$ cat src/rtl/msi_cache_ctrl_pkg.sv
// Shared types for the MSI cache controller.
//   blk_state_t : per-line coherence state exchanged with the cache array
//   state_t     : controller FSM state
//   pick_word / merge_word : 16-bit word select / replace within a 64-bit line
package common;

  typedef enum logic [1:0] {
    INVALID  = 2'd0,
    SHARED   = 2'd1,
    MODIFIED = 2'd2
  } blk_state_t;

  typedef enum logic [2:0] {
    IDLE, COMPARE, BUS_REQ, WB, FILL, UPGR
  } state_t;

  localparam int LINE_W = 11;
  localparam int TAG_W  = 5;
  localparam int IDX_W  = 6;
  localparam int WORD_W = 16;
  localparam int DATA_W = 64;

  function automatic logic [WORD_W-1:0] pick_word(input logic [DATA_W-1:0] line,
                                                  input logic [1:0]        sel);
    return line[{sel, 4'b0000} +: WORD_W];
  endfunction

  function automatic logic [DATA_W-1:0] merge_word(input logic [DATA_W-1:0] line,
                                                   input logic [1:0]        sel,
                                                   input logic [WORD_W-1:0] w);
    logic [DATA_W-1:0] r;
    r = line;
    r[{sel, 4'b0000} +: WORD_W] = w;
    return r;
  endfunction

endpackage

$ cat src/rtl/msi_cache_ctrl.sv
// MSI cache controller: one outstanding CPU request, direct-mapped cache
// (64 sets, 5-bit tag), snooping bus with invalidate broadcast.
//
// Ports
//   clk, rst                    : clock, synchronous active-high reset
//   cpu_rd/cpu_wr/cpu_addr/...  : CPU request (level, held until cpu_rdy)
//   cpu_rdata/cpu_rdy           : read data and one-cycle completion pulse
//   c_*                         : cache array; reads registered (result valid
//                                 the cycle after c_re), writes on c_we
//   mem_*                       : line-wide memory, phase done on mem_rdy
//   bus_req/bus_gnt             : bus ownership for miss/upgrade handling
//   bus_inval/bus_inval_addr    : invalidate pulse to peer caches
//   hit_cnt/miss_cnt            : saturating counters, only with PERF_CNT_EN
//
// Optional feature macro: PERF_CNT_EN
module msi_cache_ctrl
  import common::*;
#(
  parameter int CNT_W = 16
) (
  input  logic              clk,
  input  logic              rst,
  input  logic              cpu_rd,
  input  logic              cpu_wr,
  input  logic [12:0]       cpu_addr,
  input  logic [15:0]       cpu_wdata,
  output logic [15:0]       cpu_rdata,
  output logic              cpu_rdy,
  output logic [10:0]       c_addr,
  output logic [63:0]       c_wr_data,
  output blk_state_t        c_wstate,
  output logic              c_we,
  output logic              c_re,
  input  logic              c_hit,
  input  logic              c_dirty,
  input  blk_state_t        c_rstate,
  input  logic [63:0]       c_rd_data,
  input  logic [4:0]        c_tag_out,
  output logic              mem_rd,
  output logic              mem_wr,
  output logic [10:0]       mem_addr,
  output logic [63:0]       mem_wdata,
  input  logic [63:0]       mem_rdata,
  input  logic              mem_rdy,
  output logic              bus_req,
  input  logic              bus_gnt,
  output logic              bus_inval,
  output logic [10:0]       bus_inval_addr
`ifdef PERF_CNT_EN
  ,
  output logic [CNT_W-1:0]  hit_cnt,
  output logic [CNT_W-1:0]  miss_cnt
`endif
);

  state_t             state_q, state_d;
  logic               op_wr_q, op_wr_d;
  logic [LINE_W-1:0]  line_q, line_d;
  logic [1:0]         word_q, word_d;
  logic [WORD_W-1:0]  wdata_q, wdata_d;
  logic               upg_q, upg_d;
  // Line contents seen in COMPARE: victim data on a miss, base for the
  // merged write on an upgrade.
  logic [DATA_W-1:0]  ldata_q, ldata_d;
  logic [TAG_W-1:0]   vtag_q, vtag_d;
  logic               vdirty_q, vdirty_d;

  always_ff @(posedge clk) begin
    if (rst) begin
      state_q  <= IDLE;
      op_wr_q  <= 1'b0;
      line_q   <= '0;
      word_q   <= '0;
      wdata_q  <= '0;
      upg_q    <= 1'b0;
      ldata_q  <= '0;
      vtag_q   <= '0;
      vdirty_q <= 1'b0;
    end else begin
      state_q  <= state_d;
      op_wr_q  <= op_wr_d;
      line_q   <= line_d;
      word_q   <= word_d;
      wdata_q  <= wdata_d;
      upg_q    <= upg_d;
      ldata_q  <= ldata_d;
      vtag_q   <= vtag_d;
      vdirty_q <= vdirty_d;
    end
  end

  always_comb begin
    state_d        = state_q;
    op_wr_d        = op_wr_q;
    line_d         = line_q;
    word_d         = word_q;
    wdata_d        = wdata_q;
    upg_d          = upg_q;
    ldata_d        = ldata_q;
    vtag_d         = vtag_q;
    vdirty_d       = vdirty_q;
    cpu_rdata      = '0;
    cpu_rdy        = 1'b0;
    c_addr         = '0;
    c_wr_data      = '0;
    c_wstate       = INVALID;
    c_we           = 1'b0;
    c_re           = 1'b0;
    mem_rd         = 1'b0;
    mem_wr         = 1'b0;
    mem_addr       = '0;
    mem_wdata      = '0;
    bus_req        = 1'b0;
    bus_inval      = 1'b0;
    bus_inval_addr = '0;

    // Outputs are forced quiet while reset is held, even mid-transaction.
    if (!rst) begin
      c_addr         = line_q;
      bus_inval_addr = line_q;
      unique case (state_q)
        IDLE: begin
          // Cache lookup is issued straight from the CPU address so the
          // tag/data come back in COMPARE.
          c_addr = cpu_addr[12:2];
          if (cpu_rd || cpu_wr) begin
            op_wr_d = cpu_wr;
            line_d  = cpu_addr[12:2];
            word_d  = cpu_addr[1:0];
            wdata_d = cpu_wdata;
            upg_d   = 1'b0;
            c_re    = 1'b1;
            state_d = COMPARE;
          end
        end

        COMPARE: begin
          ldata_d  = c_rd_data;
          vtag_d   = c_tag_out;
          vdirty_d = c_dirty;
          if (c_hit) begin
            if (!op_wr_q) begin
              cpu_rdata = pick_word(c_rd_data, word_q);
              cpu_rdy   = 1'b1;
              state_d   = IDLE;
            end else if (c_rstate == MODIFIED) begin
              c_we      = 1'b1;
              c_wr_data = merge_word(c_rd_data, word_q, wdata_q);
              c_wstate  = MODIFIED;
              cpu_rdy   = 1'b1;
              state_d   = IDLE;
            end else begin
              // Write to a SHARED line: needs the bus to invalidate peers.
              upg_d   = 1'b1;
              state_d = BUS_REQ;
            end
          end else begin
            upg_d   = 1'b0;
            state_d = BUS_REQ;
          end
        end

        BUS_REQ: begin
          bus_req = 1'b1;
          if (bus_gnt) begin
            if (upg_q)         state_d = UPGR;
            else if (vdirty_q) state_d = WB;
            else               state_d = FILL;
          end
        end

        WB: begin
          bus_req   = 1'b1;
          mem_wr    = 1'b1;
          mem_addr  = {vtag_q, line_q[IDX_W-1:0]};
          mem_wdata = ldata_q;
          if (mem_rdy) state_d = FILL;
        end

        FILL: begin
          bus_req  = 1'b1;
          mem_rd   = 1'b1;
          mem_addr = line_q;
          if (mem_rdy) begin
            c_we      = 1'b1;
            c_wr_data = op_wr_q ? merge_word(mem_rdata, word_q, wdata_q) : mem_rdata;
            c_wstate  = op_wr_q ? MODIFIED : SHARED;
            bus_inval = op_wr_q;
            cpu_rdata = op_wr_q ? '0 : pick_word(mem_rdata, word_q);
            cpu_rdy   = 1'b1;
            state_d   = IDLE;
          end
        end

        UPGR: begin
          bus_req   = 1'b1;
          bus_inval = 1'b1;
          c_we      = 1'b1;
          c_wr_data = merge_word(ldata_q, word_q, wdata_q);
          c_wstate  = MODIFIED;
          cpu_rdy   = 1'b1;
          state_d   = IDLE;
        end

        default: state_d = IDLE;
      endcase
    end
  end

`ifdef PERF_CNT_EN
  // Every lookup resolves in COMPARE exactly once; an upgrade is a hit.
  logic             hit_ev, miss_ev;
  logic [CNT_W-1:0] hit_cnt_q, miss_cnt_q;

  assign hit_ev  = !rst && (state_q == COMPARE) && c_hit;
  assign miss_ev = !rst && (state_q == COMPARE) && !c_hit;

  always_ff @(posedge clk) begin
    if (rst) begin
      hit_cnt_q  <= '0;
      miss_cnt_q <= '0;
    end else begin
      if (hit_ev && (hit_cnt_q != {CNT_W{1'b1}}))   hit_cnt_q  <= hit_cnt_q + 1'b1;
      if (miss_ev && (miss_cnt_q != {CNT_W{1'b1}})) miss_cnt_q <= miss_cnt_q + 1'b1;
    end
  end

  assign hit_cnt  = hit_cnt_q;
  assign miss_cnt = miss_cnt_q;
`endif

endmodule

$ cat config.mk
export PLATFORM = sky130hd
export DESIGN_NAME = msi_cache_ctrl
export DESIGN_NICKNAME = d
export VERILOG_FILES = /design/src/rtl/msi_cache_ctrl_pkg.sv /design/src/rtl/msi_cache_ctrl.sv
export SDC_FILE = /design/constraint.sdc
export NUM_CORES = 1
export LEC_CHECK = 0
export ABC_CLOCK_PERIOD_IN_PS = 4800
export CORE_MARGIN = 10
export CORE_UTILIZATION = 37
export CTS_CLUSTER_SIZE = 40
export DETAILED_ROUTE_END_ITERATION = 16
export PLACE_DENSITY = 0.78
export SYNTH_ARGS = -nofsm -noshare
export SYNTH_HDL_FRONTEND = slang
export SYNTH_SLANG_ARGS = --single-unit
$ cat constraint.sdc
create_clock -name clk -period 4.8 [get_ports clk]
set_clock_uncertainty 0.05 [all_clocks]
set_input_delay 0.96 -clock clk [delete_from_list [all_inputs] [get_ports clk]]
set_output_delay 0.96 -clock clk [all_outputs]
set_load 0.05 [all_outputs]
* Yosys cells after proc, flatten, opt, wreduce, memory -nomap -nowiden *
Index checks and enable logic that the tools add are counted.

storage, ports and cells
  register bits after elaboration = 104
  input port bits = 172
  output and inout port bits = 186
  word-level logic and storage cells = 100

operators by class
  $add $sub $neg = 1
  equality and inequality tests = 12
  shift operators = 4
  mux-type cells = 67
  reduce and logical (&&, ||, !) cells = 7

operators by type and width
  cell                     number
  $mux 64                  8
  $bwmux 64                3
  $pmux 64 s3              1
  $shiftx 64x7->16         2
  $mux 16                  5
  $shift 16x8->64 const A  1
  $shiftx 16x8->64         1
  $mux 11                  4
  $pmux 16 s2              1
  $mux 1                   23
  $pmux 11 s2              1
  $mux 3                   7
  $mux 2                   8
  $pmux 3 s5               1
  $ne 2x2->1 const B       4
  $neg 6->8                1
  $reduce_and 4->1         2
  $eq 3x2->1 const B       2
  $eq 3x3->1 const B       2
  $ne 3x3->1 const B       2
  $pmux 1 s3               2
  $pmux 2 s3               1
  $pmux 1 s2               2
  $reduce_or 4->1          1
  other kinds (6)          6

* Logic depth before layout (Yosys ltp) *
  depth after elaboration = 8
  depth in mapped cells = 11
  gate-level depth less buffers = 6

* Worst setup path after synthesis *
No wires, ideal clock.

  kind = register to output
  start point = register word_q[1]
  end point = output c_wr_data[49]
  data arrival time = 3637 ps
  data required time = 3790 ps
  path slack = 153 ps
  stages on the path, launching flop included = 10
  path buffers = 3
  path through = dfxtp_1 -> buf_2 -> buf_2 -> clkbuf_1 -> inv_1 -> ha_1 -> or3b_2 -> nor4_4 -> a41oi_2 -> o21ai_0

between the ends
  word-level cells in the longest chain between the ends = 8
  elaborated cells between the ends (all ways) = 13

ends and longest elaborated chain
  what                                                        line                      source
  start, declared                                             msi_cache_ctrl.sv:59      logic [1:0] word_q, word_d;
  start signal, assigned                                      msi_cache_ctrl.sv:83      word_q <= word_d;
  $neg 6->8 (*)                                               msi_cache_ctrl_pkg.sv:33  r[{sel, 4'b0000} +: WORD_W] = w;
  $shiftx 16x8->64 / $shift 16x8->64 (equally long branches)  msi_cache_ctrl_pkg.sv:33
  $bwmux 64                                                   msi_cache_ctrl_pkg.sv:33
  $mux 64                                                     msi_cache_ctrl.sv:146     end else if (c_rstate == MODIFIED) begin
  $mux 64                                                     msi_cache_ctrl.sv:142     if (!op_wr_q) begin
  $mux 64                                                     msi_cache_ctrl.sv:141     if (c_hit) begin
  $pmux 64 s3 (*)                                             msi_cache_ctrl.sv:121     unique case (state_q)
  $mux 64 (*)                                                 msi_cache_ctrl.sv:118     if (!rst) begin
  end, declared                                               msi_cache_ctrl.sv:30      output logic [63:0] c_wr_data,

Every way passes the cells marked *; elsewhere a longest branch is shown, timed or not.

* Final worst setup path *
  start point = register state_q[1]
  end point = output mem_wr

between the ends
  word-level cells in the longest chain between the ends = 3

ends and longest elaborated chain
  what                    line                   source
  start, declared         msi_cache_ctrl.sv:56   state_t state_q, state_d;
  start signal, assigned  msi_cache_ctrl.sv:80   state_q <= state_d;
  $eq 3x2->1              msi_cache_ctrl.sv:121
  $mux 1                  msi_cache_ctrl.sv:121
  $mux 1                  msi_cache_ctrl.sv:118
  end, declared           msi_cache_ctrl.sv:40   output logic mem_wr,

No other way between the ends.

==> impl_metrics.env <==
export IMPL_placement_io_buffers=357
export IMPL_floorplan_die_height_um=172
export IMPL_netlist_top_cells_count="sky130_fd_sc_hd__nand2_1 (321), sky130_fd_sc_hd__a21oi_1 (160), sky130_fd_sc_hd__nor2_1 (124)"
export IMPL_critical_path_n_buffers_inverters=4
export IMPL_critPathMaxStageDelay_ps=820
export IMPL_number_of_buffers_created_by_cts=9
export IMPL_cp_top_family="buffers and inverters"
export IMPL_clock_fmax_mhz=230
export IMPL_final_hold_violation_count=0
export IMPL_final_cells=1877
export IMPL_postRouteWirelength_um=49100
export IMPL_worst_hold_slack_ps=410
export IMPL_first_global_vias=10500
export IMPL_worstHoldPathType="reg -> reg"
export IMPL_number_of_different_library_cells_in_the_post_synthesis_netlist=49
export IMPL_synthTopCellsByArea="sky130_fd_sc_hd__dfxtp_1 (24%), sky130_fd_sc_hd__nand2_1 (14%), sky130_fd_sc_hd__a21oi_1 (9.3%)"
export IMPL_pin_count_of_the_biggest_net_entering_global_routing=74
export IMPL_std_cell_rows=55
export IMPL_clk_path_buf_depth=2
export IMPL_critPathMaxFanout=23
export IMPL_route_detailed_vias_per_inst=6.03
export IMPL_drt_wirelength_per_cell_um=26.2
export IMPL_ctsHoldBuffers=0
export IMPL_dr_total_vias=11300
export IMPL_grt_overflow_total=0
export IMPL_synth_edf_count=0
export IMPL_timing_setup_critical_path_class="reg -> out"
export IMPL_cp_cell_sequence="inv_1 > nor4b_4 > buf_12 > buf_4 > clkdlybuf4s50_1"
export IMPL_track_usage_pct=31.7
export IMPL_syn_cell_area_um2=8600
export IMPL_synth_most_common_cell="sky130_fd_sc_hd__nand2_1"
export IMPL_drv_max_cap_violation_count=0
export IMPL_yosys_warnings=0
export IMPL_number_of_antenna_violations_at_the_first_check_in_global_routing=7
export IMPL_synth_seq_cells=104
export IMPL_clk_root_buffer_cell="sky130_fd_sc_hd__clkbuf_16"
export IMPL_num_nets_final=1735
export IMPL_endpoint_kind="output pin"
export IMPL_globalRoute_busiestLayer="met2"
export IMPL_final_setup_viol_count=0
export IMPL_place_congestion=1.03
export IMPL_timing_final_crit_share_pct=90.4
export IMPL_cts_htree_levels=3
export IMPL_critical_path_startpoint_type="register"
export IMPL_detailedRoute_firstPassIterationCount=5
export IMPL_cts_sinks=104
export IMPL_irDropWorstVdd_mv=0.263
export IMPL_layout_drive_gt1_share_pct=15.3
export IMPL_drv_slew=0
export IMPL_cts_tree="done"
export IMPL_worstPathArrival_ps=3330
export IMPL_slew_headroom_pct=19.9
export IMPL_starting_density_of_the_core_pct=37.7
export IMPL_die_width_um=172
export IMPL_status="finished clean"
export IMPL_drt_first_iter_violations=1834
export IMPL_dieArea_um2=29700
export IMPL_remaining_design_rule_violation_count=0
export IMPL_ios=358
export IMPL_worst_max_slew_pin_slew_ps=1200
export IMPL_synth_fp_nets=1463
export IMPL_globalRouteMet3Util_pct=8.39
export IMPL_syn_area_per_cell_um2=6.70
export IMPL_core_region_area_um2=22800
export IMPL_synth_seq_area_share_pct=24.2
export IMPL_total_leakage_power_nw=4.94
export IMPL_hpwlAfterDp_um=37400
export IMPL_crit_path_top_delay_cell="sky130_fd_sc_hd__clkdlybuf4s50_1"
export IMPL_placed_cells_incl_taps=1857
export IMPL_fillers=2080
export IMPL_rsz0062_at_grt="false"
export IMPL_critical_path_data_required_time_ps=3790
export IMPL_yosysTopAreaCell="sky130_fd_sc_hd__dfxtp_1"
export IMPL_cts_clk_slew_worst_paths_ps=80
export IMPL_area_growth_syn_to_layout_pct=54.9
export IMPL_global_route_wire_length_before_repair_um=70000
export IMPL_post_synth_top_area_fraction_pct=24.2
export IMPL_detail_route_antenna_nets=0
export IMPL_clock_latency_ps=360
export IMPL_syn_instance_count=1283
export IMPL_globalRouteMet1Util_pct=40.6
export IMPL_min_period_ps=4340
export IMPL_grt_met2_usage_pct=48.0
export IMPL_totalNegativeSetupSlack_ps=0
export IMPL_synth_ff_type="sky130_fd_sc_hd__dfxtp_1"
export IMPL_synthArstFlopShare_pct=0
export IMPL_cts_repair_timing_setup_buffer_count=0
export IMPL_pwr_density_cell_nw_per_um2=342
export IMPL_ctsResizeCount=0
-- logic make-up after synthesis --
| logic type | count (synthesis) | synth area share [%] |
|---|---|---|
| buffers and inverters | 173 | 8.15 |
| adders and majority gates | 8 | 1.16 |
| AOI/OAI and AO/OA | 398 | 28.8 |
| muxes | 32 | 8.38 |
| and+or+nand+nor | 567 | 29.1 |
| xor gates and xnor gates | 1 | 0.102 |
| DFF | 104 | 24.2 |
-- worst reg2reg max path: stages, from the launching register on --
cell and delay, ps:
sky130_fd_sc_hd__dfxtp_1 510, sky130_fd_sc_hd__or3_1 700, sky130_fd_sc_hd__nor2_2 1020, sky130_fd_sc_hd__nand2_1 170, sky130_fd_sc_hd__a21oi_1 180
-- flip-flops by register name, summed over array words and instances, names as in the netlist --
register,flops
vtag_q,5
vdirty_q,1
wdata_q,16
state_q,3
word_q,2
line_q,11
upg_q,1
op_wr_q,1
ldata_q,64
-- placed cells by master (no fill, tap or decap), types with 33 or more instances in the layout --
master	n
sky130_fd_sc_hd__a22o_1	54
sky130_fd_sc_hd__clkdlybuf4s50_1	217
sky130_fd_sc_hd__dfxtp_1	102
sky130_fd_sc_hd__o21ai_0	64
sky130_fd_sc_hd__nand2_1	321
sky130_fd_sc_hd__a21oi_1	160
sky130_fd_sc_hd__buf_12	87
sky130_fd_sc_hd__inv_1	52
sky130_fd_sc_hd__nor2_1	123
sky130_fd_sc_hd__buf_4	78
sky130_fd_sc_hd__a22oi_1	33
sky130_fd_sc_hd__o22ai_1	44
sky130_fd_sc_hd__and2_1	59
-- power breakdown --
| part | internal, W | switching, W | leakage [nW] |
|---|---|---|---|
| logic | 0.000829 | 0.00151 | 3.93 |
| clock network | 0.000412 | 0.000390 | 0.150 |
| registers | 0.00109 | 0.000322 | 0.853 |
-- path summary, 6_finish.rpt --
| path | to | cells after the start | start | slack [ps] |
|---|---|---|---|---|
| setup / recovery | mem_wr | 5 | state_q[1] | 460 |
| hold / removal | ldata_q[60] | 2 | ldata_q[60] | 410 |
| setup reg to reg | word_q[1] | 4 | state_q[0] | 2100 |
| hold reg to reg | ldata_q[60] | 2 | ldata_q[60] | 410 |
-- through the flow --
step / power (W) / utilization, % / instance area, µm² / setup WS [ps]
global placement: 0.00366 / 57.1 / 13000 / 717
floorplan: 0.00285 / - / 8600 / 153
finish: 0.00456 / 58.5 / 13300 / 458
CTS: 0.00449 / 58.4 / 13300 / 551
global route: 0.00478 / 58.5 / 13300 / 418
detailed placement: 0.00370 / 57.1 / 13000 / 566
-- area by class of cell --
type	count	area, µm²	area share [%]
inverter	52	195	1.47
clock buffer	9	225	1.69
tap	313	392	2.94
timing repair buffer	382	4500	33.8
clock inverter	7	78.8	0.592
multi-input combinational	1006	5830	43.8
sequential	104	2080	15.7
antenna	4	10.0	0.0752
-- per-layer routing --
layer,vias up,share of wire [%],wire [µm]
li1,4975,-,-
met1,5312,38,18400
met2,871,44,21700
met3,157,13,6600
met4,2,4.9,2420
met5,-,0.026,13
No activity file was read; power rests on OpenSTA's default activity.
